<file path="src/rtl/phy_rx_aligner_pkg.sv">
// Shared constants and state encoding for the lane receive aligner.
// PHY_RX_SKIP_EN makes SKP_BYTE behave like COM while active.
package phy_rx_aligner_pkg;

  localparam int BYTE_W = 8;

  localparam logic [BYTE_W-1:0] COM_BYTE_DEF = 8'hBC;
  localparam logic [BYTE_W-1:0] SKP_BYTE     = 8'h1C;

  typedef enum logic [1:0] {
    HUNT    = 2'd0,
    LOCKING = 2'd1,
    ACTIVE  = 2'd2
  } state_t;

endpackage

</file>
<file path="src/rtl/phy_rx_shifter.sv">
// MSB-first serial shift register producing the candidate byte
// that includes the bit currently on data_in.
module phy_rx_shifter
  import phy_rx_aligner_pkg::*;
(
  input  logic              clk32f,
  input  logic              reset,
  input  logic              data_in,
  output logic [BYTE_W-1:0] cand
);

  logic [BYTE_W-1:0] sr;

  assign cand = {sr[BYTE_W-2:0], data_in};

  always_ff @(posedge clk32f or posedge reset) begin
    if (reset) sr <= '0;
    else       sr <= cand;
  end

endmodule

</file>
<file path="src/rtl/phy_rx_aligner.sv">
// Lane receive aligner: COM hunt, lock qualification, byte delivery.
// Build option PHY_RX_SKIP_EN drops SKP bytes once locked.
module phy_rx_aligner
  import phy_rx_aligner_pkg::*;
#(
  parameter logic [BYTE_W-1:0] COM_BYTE   = COM_BYTE_DEF,
  parameter int                LOCK_COUNT = 4
) (
  input  logic              clk32f,
  input  logic              reset,
  input  logic              data_in,
  output logic [BYTE_W-1:0] out,
  output logic              valid_out,
  output logic              active
);

  state_t            state;
  logic [2:0]        bit_cnt;
  logic [3:0]        com_cnt;
  logic [3:0]        com_nxt;
  logic [BYTE_W-1:0] b;
  logic              is_com;
  logic              is_idle;
  logic              boundary;

  phy_rx_shifter u_shifter (
    .clk32f  (clk32f),
    .reset   (reset),
    .data_in (data_in),
    .cand    (b)
  );

  assign is_com   = (b == COM_BYTE);
  assign boundary = (bit_cnt == 3'd7);
  assign com_nxt  = com_cnt + 4'd1;

`ifdef PHY_RX_SKIP_EN
  assign is_idle = is_com || (b == SKP_BYTE);
`else
  assign is_idle = is_com;
`endif

  always_ff @(posedge clk32f or posedge reset) begin
    if (reset) begin
      state     <= HUNT;
      bit_cnt   <= 3'd0;
      com_cnt   <= 4'd0;
      out       <= '0;
      valid_out <= 1'b0;
      active    <= 1'b0;
    end else begin
      case (state)
        LOCKING: begin
          bit_cnt <= bit_cnt + 3'd1;
          if (boundary) begin
            if (is_com) begin
              com_cnt <= com_nxt;
              if (com_nxt == 4'(LOCK_COUNT)) begin
                state  <= ACTIVE;
                active <= 1'b1;
              end
            end else begin
              // misaligned or broken run: start over from the next bit
              state   <= HUNT;
              com_cnt <= 4'd0;
            end
          end
        end
        ACTIVE: begin
          bit_cnt <= bit_cnt + 3'd1;
          if (boundary) begin
            if (is_idle) begin
              valid_out <= 1'b0;
            end else begin
              out       <= b;
              valid_out <= 1'b1;
            end
          end
        end
        default: begin
          out       <= '0;
          valid_out <= 1'b0;
          active    <= 1'b0;
          if (is_com) begin
            state   <= LOCKING;
            bit_cnt <= 3'd0;
            com_cnt <= 4'd1;
          end
        end
      endcase
    end
  end

endmodule

</file>
<file path="config.mk">
export PLATFORM = sky130hd
export DESIGN_NAME = phy_rx_aligner
export DESIGN_NICKNAME = d
export VERILOG_FILES = /design/src/rtl/phy_rx_aligner_pkg.sv /design/src/rtl/phy_rx_shifter.sv /design/src/rtl/phy_rx_aligner.sv
export SDC_FILE = /design/constraint.sdc
export NUM_CORES = 1
export LEC_CHECK = 0
export ABC_AREA = 1
export BUFFER_PORTS_ARGS = -buffer_cell sky130_fd_sc_hd__buf_2
export CAP_MARGIN = 20
export CORE_MARGIN = 3
export CORE_UTILIZATION = 55
export DETAILED_ROUTE_END_ITERATION = 8
export MAX_ROUTING_LAYER = met4
export PLACE_DENSITY = 0.8
export SYNTH_ARGS = -nofsm -noshare
export SYNTH_HDL_FRONTEND = slang
export SYNTH_SLANG_ARGS = --single-unit
export TNS_END_PERCENT = 100
</file>
<file path="constraint.sdc">
create_clock -name clk32f -period 4.4 [get_ports clk32f]
set_clock_uncertainty 0.15 [all_clocks]
set_input_delay 0.88 -clock clk32f [delete_from_list [all_inputs] [get_ports clk32f]]
set_output_delay 0.88 -clock clk32f [all_outputs]
set_load 0.1 [all_outputs]
</file>
==> qor_table.md, run 1 <==
| Quantity | Reported | Unit |
| --- | --- | --- |
| Number of placed instances, taps included | 161 | - |
| Fraction of registers with async set or reset after synthesis | 100.0 | % |
| Clock latency of the later-clocked register in the worst-skew pair | 0.32 | ns |
| Number of iterations in the first detailed-routing pass | 4 | - |
| Shortest period the worst path allows | 2.162 | ns |
| Post-cts repair resize count | 0 | - |
| Lkg Pwr | 0.6878 | nW |
| Crit path cell chain | buf_2 | - |
| Cell family contributing the most delay on the critical path | buffers and inverters | - |
| Hold Vio Cnt, Final | 0 | - |
| Average wire per standard cell | 11.65 | um |
| Start-to-end type of the worst setup path | reg2out | - |
| Startpoint Class | register | - |
| Cell accounting for the most synthesized area | sky130_fd_sc_hd__dfrtp_1 | - |
| Setup crit end kind | primary output | - |
| Initial Utilization | 59.15 | % |
| First-pass GRT wire length | 3.512 | mm |
| Via count of the first global-routing pass | 826 | - |
| Number of max-cap violations | 0 | - |
| Length in cells of the worst reg-to-reg path | 9 | - |
| Placed wire-length estimate | 1.437 | mm |
| Area of the die | 2722 | um^2 |
| Final weighted congestion in routability-driven placement | 0.8994 | - |
| Synth top area share | 55.50 | % |
| Number of clock sinks seen by CTS | 26 | - |
| Run status | finished, final reports clean | - |
| Final instance area | 1303 | um^2 |
| Cell at the root of the clock tree | sky130_fd_sc_hd__clkbuf_4 | - |
| Number of instances in the synthesized netlist | 122 | - |
| Layout cells sized above 1 | 23.19 | % |
| Critical path buffers and inverters | 1 | - |
| Crit-path max cell delay | 0.43 | ns |
| Worst hold path class | reg2reg | - |
| Register area share after synthesis | 55.50 | % |
| Post-Layout Cell Count | 165 | - |
| Average cell area after synthesis | 9.610 | um^2 |
| Cell Area, Placed | 1266 | um^2 |
| Least setup slack across all paths after layout | 2.238 | ns |
| Arrival time of data at the critical path endpoint | 1.13 | ns |
| Hold buffer count at cts | 0 | - |
| Synth Net Count | 131 | - |
| Vertical die dimension | 52.17 | um |
| Number of pins with negative max-slew slack in the final report | 0 | - |
| Layout overhead on the synthesized area | 11.10 | % |
| Flip-flop and latch count after synthesis | 26 | - |
| Cell depth of the worst setup path | 1 | - |
| Average via count per standard cell | 4.830 | - |
| Via count | 797 | - |
| Number of unique standard cell types used by synthesis | 19 | - |
| Yosys synthesis warning count | 0 | - |
| Largest net degree at the start of global routing | 27 | - |
| Maximum achievable frequency | 462.5 | MHz |
| Required time at the worst-slack endpoint | 3.37 | ns |
| Maximum fanout count along the critical path | 2 | - |
| Inserted Clock Buffers | 3 | - |
| P per Cell Area | 362.2 | nW/um^2 |
| Leading cell types by total area after synthesis | sky130_fd_sc_hd__dfrtp_1, sky130_fd_sc_hd__nand2_1, sky130_fd_sc_hd__ha_1 | - |
| Slowest-stage cell, CP | sky130_fd_sc_hd__buf_2 | - |
| Total negative slack | 0 | ns |
| Core Area | 1982 | um^2 |
| CTS tree | built | - |
| Slew headroom | 36.59 | % |
| Most used standard cell by instance count after synthesis | sky130_fd_sc_hd__nand2_1 | - |
| CTS clk-pin slew, worst paths | 0.14 | ns |
| Overflow left after global routing | 0 | - |
| Layout Nets | 148 | - |
| Number of post-CTS setup repair buffers | 0 | - |
| Maximum vdd drop | 0.2364 | mV |
| Actual slew at the worst max-slew pin | 0.9501 | ns |
| Port-buffer cells | 12 | - |
| Final ANT Viol Nets | 0 | - |
| Drc violations | 0 | - |
| Count of pins on the block boundary | 13 | - |
| Setup repair after global routing missed its margin | no | - |
| Violation count after the first detailed-routing iteration | 13 | - |
| Width of the die | 52.17 | um |
| Final Power | 0.0004718 | W |
| Maximum buffer depth of the clock tree | 2 | - |
| Depth of the CTS H-tree | 1 | - |
| Count of flip-flops with a built-in enable after synthesis | 0 | - |
| Top post-synthesis cells by count | sky130_fd_sc_hd__nand2_1, sky130_fd_sc_hd__dfrtp_1, sky130_fd_sc_hd__inv_1 | - |
| Tot GR Track Use | 18.23 | % |
| Number of antenna cells inserted | 0 | - |
| Cell depth of the worst hold path | 0 | - |
| Combined area of all synthesized cells | 1172 | um^2 |
| Initial antenna violation count | 0 | - |
| Primary FF master, synth | sky130_fd_sc_hd__dfrtp_1 | - |
| Number of rows created at floorplan | 16 | - |
| Share of the cycle needed by the critical path after routing | 49.14 | % |
| Final setup vio count | 0 | - |
| Post-Place Worst Slack | 2.373 | ns |
| Detailed Route WL | 1.922 | mm |
-- registers in the layout, summed over array words and instances, names as in the netlist --
| name | flops |
|---|---|
| out | 8 |
| u_shifter.sr | 7 |
| com_cnt | 4 |
| bit_cnt | 3 |
| state | 2 |
| active | 1 |
| valid_out | 1 |
-- kinds of logic after synthesis --
family	count (synthesis)	share of synthesized area, %
AO/OA/AOI/OAI	18	9.604
adder cells (fa/ha/maj)	6	6.403
buffers and inverters	22	7.150
flip-flops	26	55.50
AND/OR/NAND/NOR	50	21.34
-- path summary, 6_finish.rpt --
| check | startpoint | endpoint | slack, ns |
|---|---|---|---|
| max in group asynchronous | reset | out[0]$_DFFE_PP0P_ | 2.93 |
| min in group asynchronous | reset | out[7]$_DFFE_PP0P_ | 0.60 |
| hold / removal | u_shifter.sr[0]$_DFF_PP0_ | u_shifter.sr[1]$_DFF_PP0_ | 0.25 |
| setup / recovery | out[3]$_DFFE_PP0P_ | out[3] | 2.24 |
| setup reg to reg | bit_cnt[0]$_DFFE_PP0P_ | state[1]$_DFFE_PP0P_ | 2.73 |
| hold reg to reg | u_shifter.sr[0]$_DFF_PP0_ | u_shifter.sr[1]$_DFF_PP0_ | 0.25 |
-- power by group --
| group | total, W | switching (W) | internal (W) |
|---|---|---|---|
| Clock | 0.000119 | 0.0000681 | 0.0000506 |
| Sequential | 0.000280 | 0.0000191 | 0.000261 |
| Combinational | 0.0000727 | 0.0000438 | 0.0000289 |
-- placed cells by master, fill, tap and decap left out, types with 2 or more instances in the layout --
cell type,instances
sky130_fd_sc_hd__a21oi_2,2
sky130_fd_sc_hd__buf_2,12
sky130_fd_sc_hd__clkbuf_4,3
sky130_fd_sc_hd__dfrtp_1,26
sky130_fd_sc_hd__ha_1,6
sky130_fd_sc_hd__inv_1,20
sky130_fd_sc_hd__nand2_1,29
sky130_fd_sc_hd__nand2_2,2
sky130_fd_sc_hd__nand2_4,2
sky130_fd_sc_hd__nand3_1,9
sky130_fd_sc_hd__nor2_1,2
sky130_fd_sc_hd__nor2_2,2
sky130_fd_sc_hd__o21ai_0,5
sky130_fd_sc_hd__o21ai_1,7
sky130_fd_sc_hd__o21ai_2,4
-- metrics by stage --
stage          hold WS, ns  util, %
6_report            0.2471    65.72
5_1_grt             0.2638    65.72
4_1_cts             0.2473    65.72
3_5_place_dp        0.2163    63.89
3_3_place_gp        0.2093    63.89
2_1_floorplan       0.2037        -
-- metal layers --
| metal | vias up | GRT usage, % | wire, um |
|---|---|---|---|
| met4 | 0 | 8.936 | 27 |
| met3 | 4 | 3.419 | 76 |
| met2 | 18 | 29.50 | 932 |
| li1 | 414 | - | - |
| met5 | - | - | 0 |
| met1 | 361 | 21.99 | 885 |
-- final cells by class --
type / instances / area (um^2)
fill: 163 / 679.4
timing repair buffer: 12 / 60.06
multi-input combinational: 74 / 437.9
sequential: 26 / 650.6
clock buffer: 4 / 36.28
tap: 27 / 33.78
inverter: 22 / 83.83
-- worst register-to-register path: stages, from the launching register on --
cell and delay, ns:
sky130_fd_sc_hd__dfrtp_1 0.39, sky130_fd_sc_hd__ha_1 0.18, sky130_fd_sc_hd__ha_1 0.15, sky130_fd_sc_hd__inv_1 0.07, sky130_fd_sc_hd__a21oi_2 0.17, sky130_fd_sc_hd__nand3_1 0.14
sky130_fd_sc_hd__nand2_1 0.14, sky130_fd_sc_hd__nand2_1 0.09, sky130_fd_sc_hd__nand2_1 0.06, sky130_fd_sc_hd__nand2_1 0.04
(Power assumes the default switching activity.)
==> run 2, diff against run 1 <==
--- a/config.mk
+++ b/config.mk
@@ -9,10 +9,10 @@
 export BUFFER_PORTS_ARGS = -buffer_cell sky130_fd_sc_hd__buf_2
 export CAP_MARGIN = 20
 export CORE_MARGIN = 3
-export CORE_UTILIZATION = 55
+export CORE_UTILIZATION = 50
 export DETAILED_ROUTE_END_ITERATION = 8
 export MAX_ROUTING_LAYER = met4
-export PLACE_DENSITY = 0.8
+export PLACE_DENSITY = 0.76
 export SYNTH_ARGS = -nofsm -noshare
 export SYNTH_HDL_FRONTEND = slang
 export SYNTH_SLANG_ARGS = --single-unit
==> constraint.sdc (replaced) <==
create_clock -name clk32f -period 1.9 [get_ports clk32f]
set_clock_uncertainty 0.15 [all_clocks]
set_input_delay 0.38 -clock clk32f [delete_from_list [all_inputs] [get_ports clk32f]]
set_output_delay 0.38 -clock clk32f [all_outputs]
set_load 0.1 [all_outputs]
==> qor_table.md, run 2 (synthesized netlist as in run 1, its figures left out) <==
| Quantity | Reported | Unit |
| --- | --- | --- |
| Number of clock sinks seen by CTS | 26 | - |
| Critical path buffers and inverters | 1 | - |
| Register with the highest flop count | out | - |
| Registers with the most flip-flops | out: 8 flops, u_shifter.sr: 7 flops, com_cnt: 4 flops | - |
| Initial antenna violation count | 0 | - |
| CTS clk-pin slew, worst paths | 0.14 | ns |
| Worst hold path class | in2reg | - |
| Crit-path max cell delay | 0.43 | ns |
| Port-buffer cells | 12 | - |
| Actual slew at the worst max-slew pin | 0.4900 | ns |
| Number of iterations in the first detailed-routing pass | 4 | - |
| Largest net degree at the start of global routing | 27 | - |
| Startpoint Class | register | - |
| Overflow left after global routing | 0 | - |
| Cell family contributing the most delay on the critical path | buffers and inverters | - |
| Initial Utilization | 56.31 | % |
| Run status | finished, final reports clean | - |
| Slowest-stage cell, CP | sky130_fd_sc_hd__buf_2 | - |
| Slew headroom | 67.56 | % |
| Vertical die dimension | 54.42 | um |
| Most used cells in the layout excluding fill and tap cells | sky130_fd_sc_hd__nand2_1, sky130_fd_sc_hd__dfrtp_1, sky130_fd_sc_hd__inv_1 | - |
| P per Cell Area | 886.3 | nW/um^2 |
| Total negative slack | 0 | ns |
| Maximum vdd drop | 0.6217 | mV |
| Number of antenna cells inserted | 0 | - |
| Width of the die | 54.42 | um |
| Via count of the first global-routing pass | 756 | - |
| Share of the cycle needed by the critical path after routing | 86.88 | % |
| Layout Nets | 150 | - |
| Start-to-end type of the worst setup path | reg2out | - |
| Depth of the CTS H-tree | 1 | - |
| CTS tree | built | - |
| Maximum buffer depth of the clock tree | 2 | - |
| Detailed Route WL | 1.822 | mm |
| Lkg Pwr | 0.7037 | nW |
| Maximum fanout count along the critical path | 2 | - |
| Maximum achievable frequency | 605.8 | MHz |
| Shortest period the worst path allows | 1.651 | ns |
| Area of the die | 2962 | um^2 |
| Average wire per standard cell | 10.91 | um |
| Layout cells sized above 1 | 23.57 | % |
| First-pass GRT wire length | 3.222 | mm |
| Hold Vio Cnt, Final | 0 | - |
| Core Area | 2082 | um^2 |
| Clock latency of the later-clocked register in the worst-skew pair | 0.31 | ns |
| Number of rows created at floorplan | 16 | - |
| Average via count per standard cell | 4.796 | - |
| Number of placed instances, taps included | 162 | - |
| Cell at the root of the clock tree | sky130_fd_sc_hd__clkbuf_4 | - |
| Setup crit end kind | primary output | - |
| Final weighted congestion in routability-driven placement | 0.8587 | - |
| Final setup vio count | 0 | - |
| Final ANT Viol Nets | 0 | - |
| Core utilization of the finished layout | 64.18 | % |
| Drc violations | 0 | - |
| Tot GR Track Use | 15.61 | % |
| Post-Layout Cell Count | 167 | - |
| Inserted Clock Buffers | 3 | - |
| Required time at the worst-slack endpoint | 1.37 | ns |
| Count of pins on the block boundary | 13 | - |
| Arrival time of data at the critical path endpoint | 1.12 | ns |
| Number of flip-flops in the largest register | 8 | - |
| Cell Area, Placed | 1274 | um^2 |
| Commonest non-fill, non-tap cell in the layout | sky130_fd_sc_hd__nand2_1 | - |
| Crit path cell chain | buf_2 | - |
| Setup repair after global routing missed its margin | no | - |
| Placed wire-length estimate | 1.395 | mm |
| Via count | 801 | - |
| Violation count after the first detailed-routing iteration | 20 | - |
| Number of max-cap violations | 0 | - |
| Final instance area | 1336 | um^2 |
| Number of pins with negative max-slew slack in the final report | 0 | - |
| Layout overhead on the synthesized area | 13.98 | % |
[run 2: changes by cell type in the layout (fill, tap and decap cells not counted), sizes merged]
cell / change
clkbuf: -1
bufinv: +1
buf: +1
dlygate4sd3: +1
[run 2: repair_timing]
item | in CTS | in global routing
hold endpoints to repair | 26 | 0
gates resized for setup | 0 | 0
buffers inserted | 0 | 0
hold buffers | 1 | 0
[run 2: final timing paths]
| kind | from | end | slack [ns] | cells after the start |
|---|---|---|---|---|
| worst min-delay path | data_in | u_shifter.sr[0]$_DFF_PP0_ | 0.02 | 1 |
| max in group asynchronous | reset | bit_cnt[1]$_DFFE_PP0P_ | 0.88 | 4 |
| worst max-delay path | out[3]$_DFFE_PP0P_ | out[3] | 0.25 | 1 |
| min in group asynchronous | reset | out[7]$_DFFE_PP0P_ | 0.48 | 4 |
| worst max register to register | state[0]$_DFFE_PP0P_ | out[1]$_DFFE_PP0P_ | 0.28 | 5 |
| worst min register to register | u_shifter.sr[0]$_DFF_PP0_ | u_shifter.sr[1]$_DFF_PP0_ | 0.25 | 0 |
[run 2: through the flow]
stage | hold WS (ns) | power, W | setup slack (ns)
after global placement | 0.2061 | 0.0008152 | 0.3236
after detailed placement | 0.2158 | 0.0008250 | 0.2900
final | 0.01960 | 0.001184 | 0.2492
after global routing | 0.01121 | 0.001251 | 0.1097
after floorplan | 0.2037 | 0.0007835 | 0.4435
after CTS | 0.01106 | 0.001197 | 0.2375
[run 2: per-layer routing]
layer / part of all wire (%) / vias to the layer above / GRT usage [%]
met2: 47 / 13 / 24.50
met4: 0.77 / 0 / 6.224
met3: 3.0 / 2 / 2.452
met1: 49 / 365 / 20.25
met5: 0 / - / -
li1: - / 421 / -
[run 2: layout make-up]
type,count,area (um^2)
Fill cell,181,745.7
Sequential cell,26,650.6
Multi-Input combinational cell,74,437.9
Inverter,22,83.83
Timing Repair Buffer,14,77.57
Tap cell,27,33.78
Clock inverter,1,30.03
Clock buffer,3,22.52
[run 2: where the power goes]
group	internal, W	switching (W)
Combinational	0.0000661	0.0000974
Clock	0.000213	0.000158
Sequential	0.000605	0.0000448
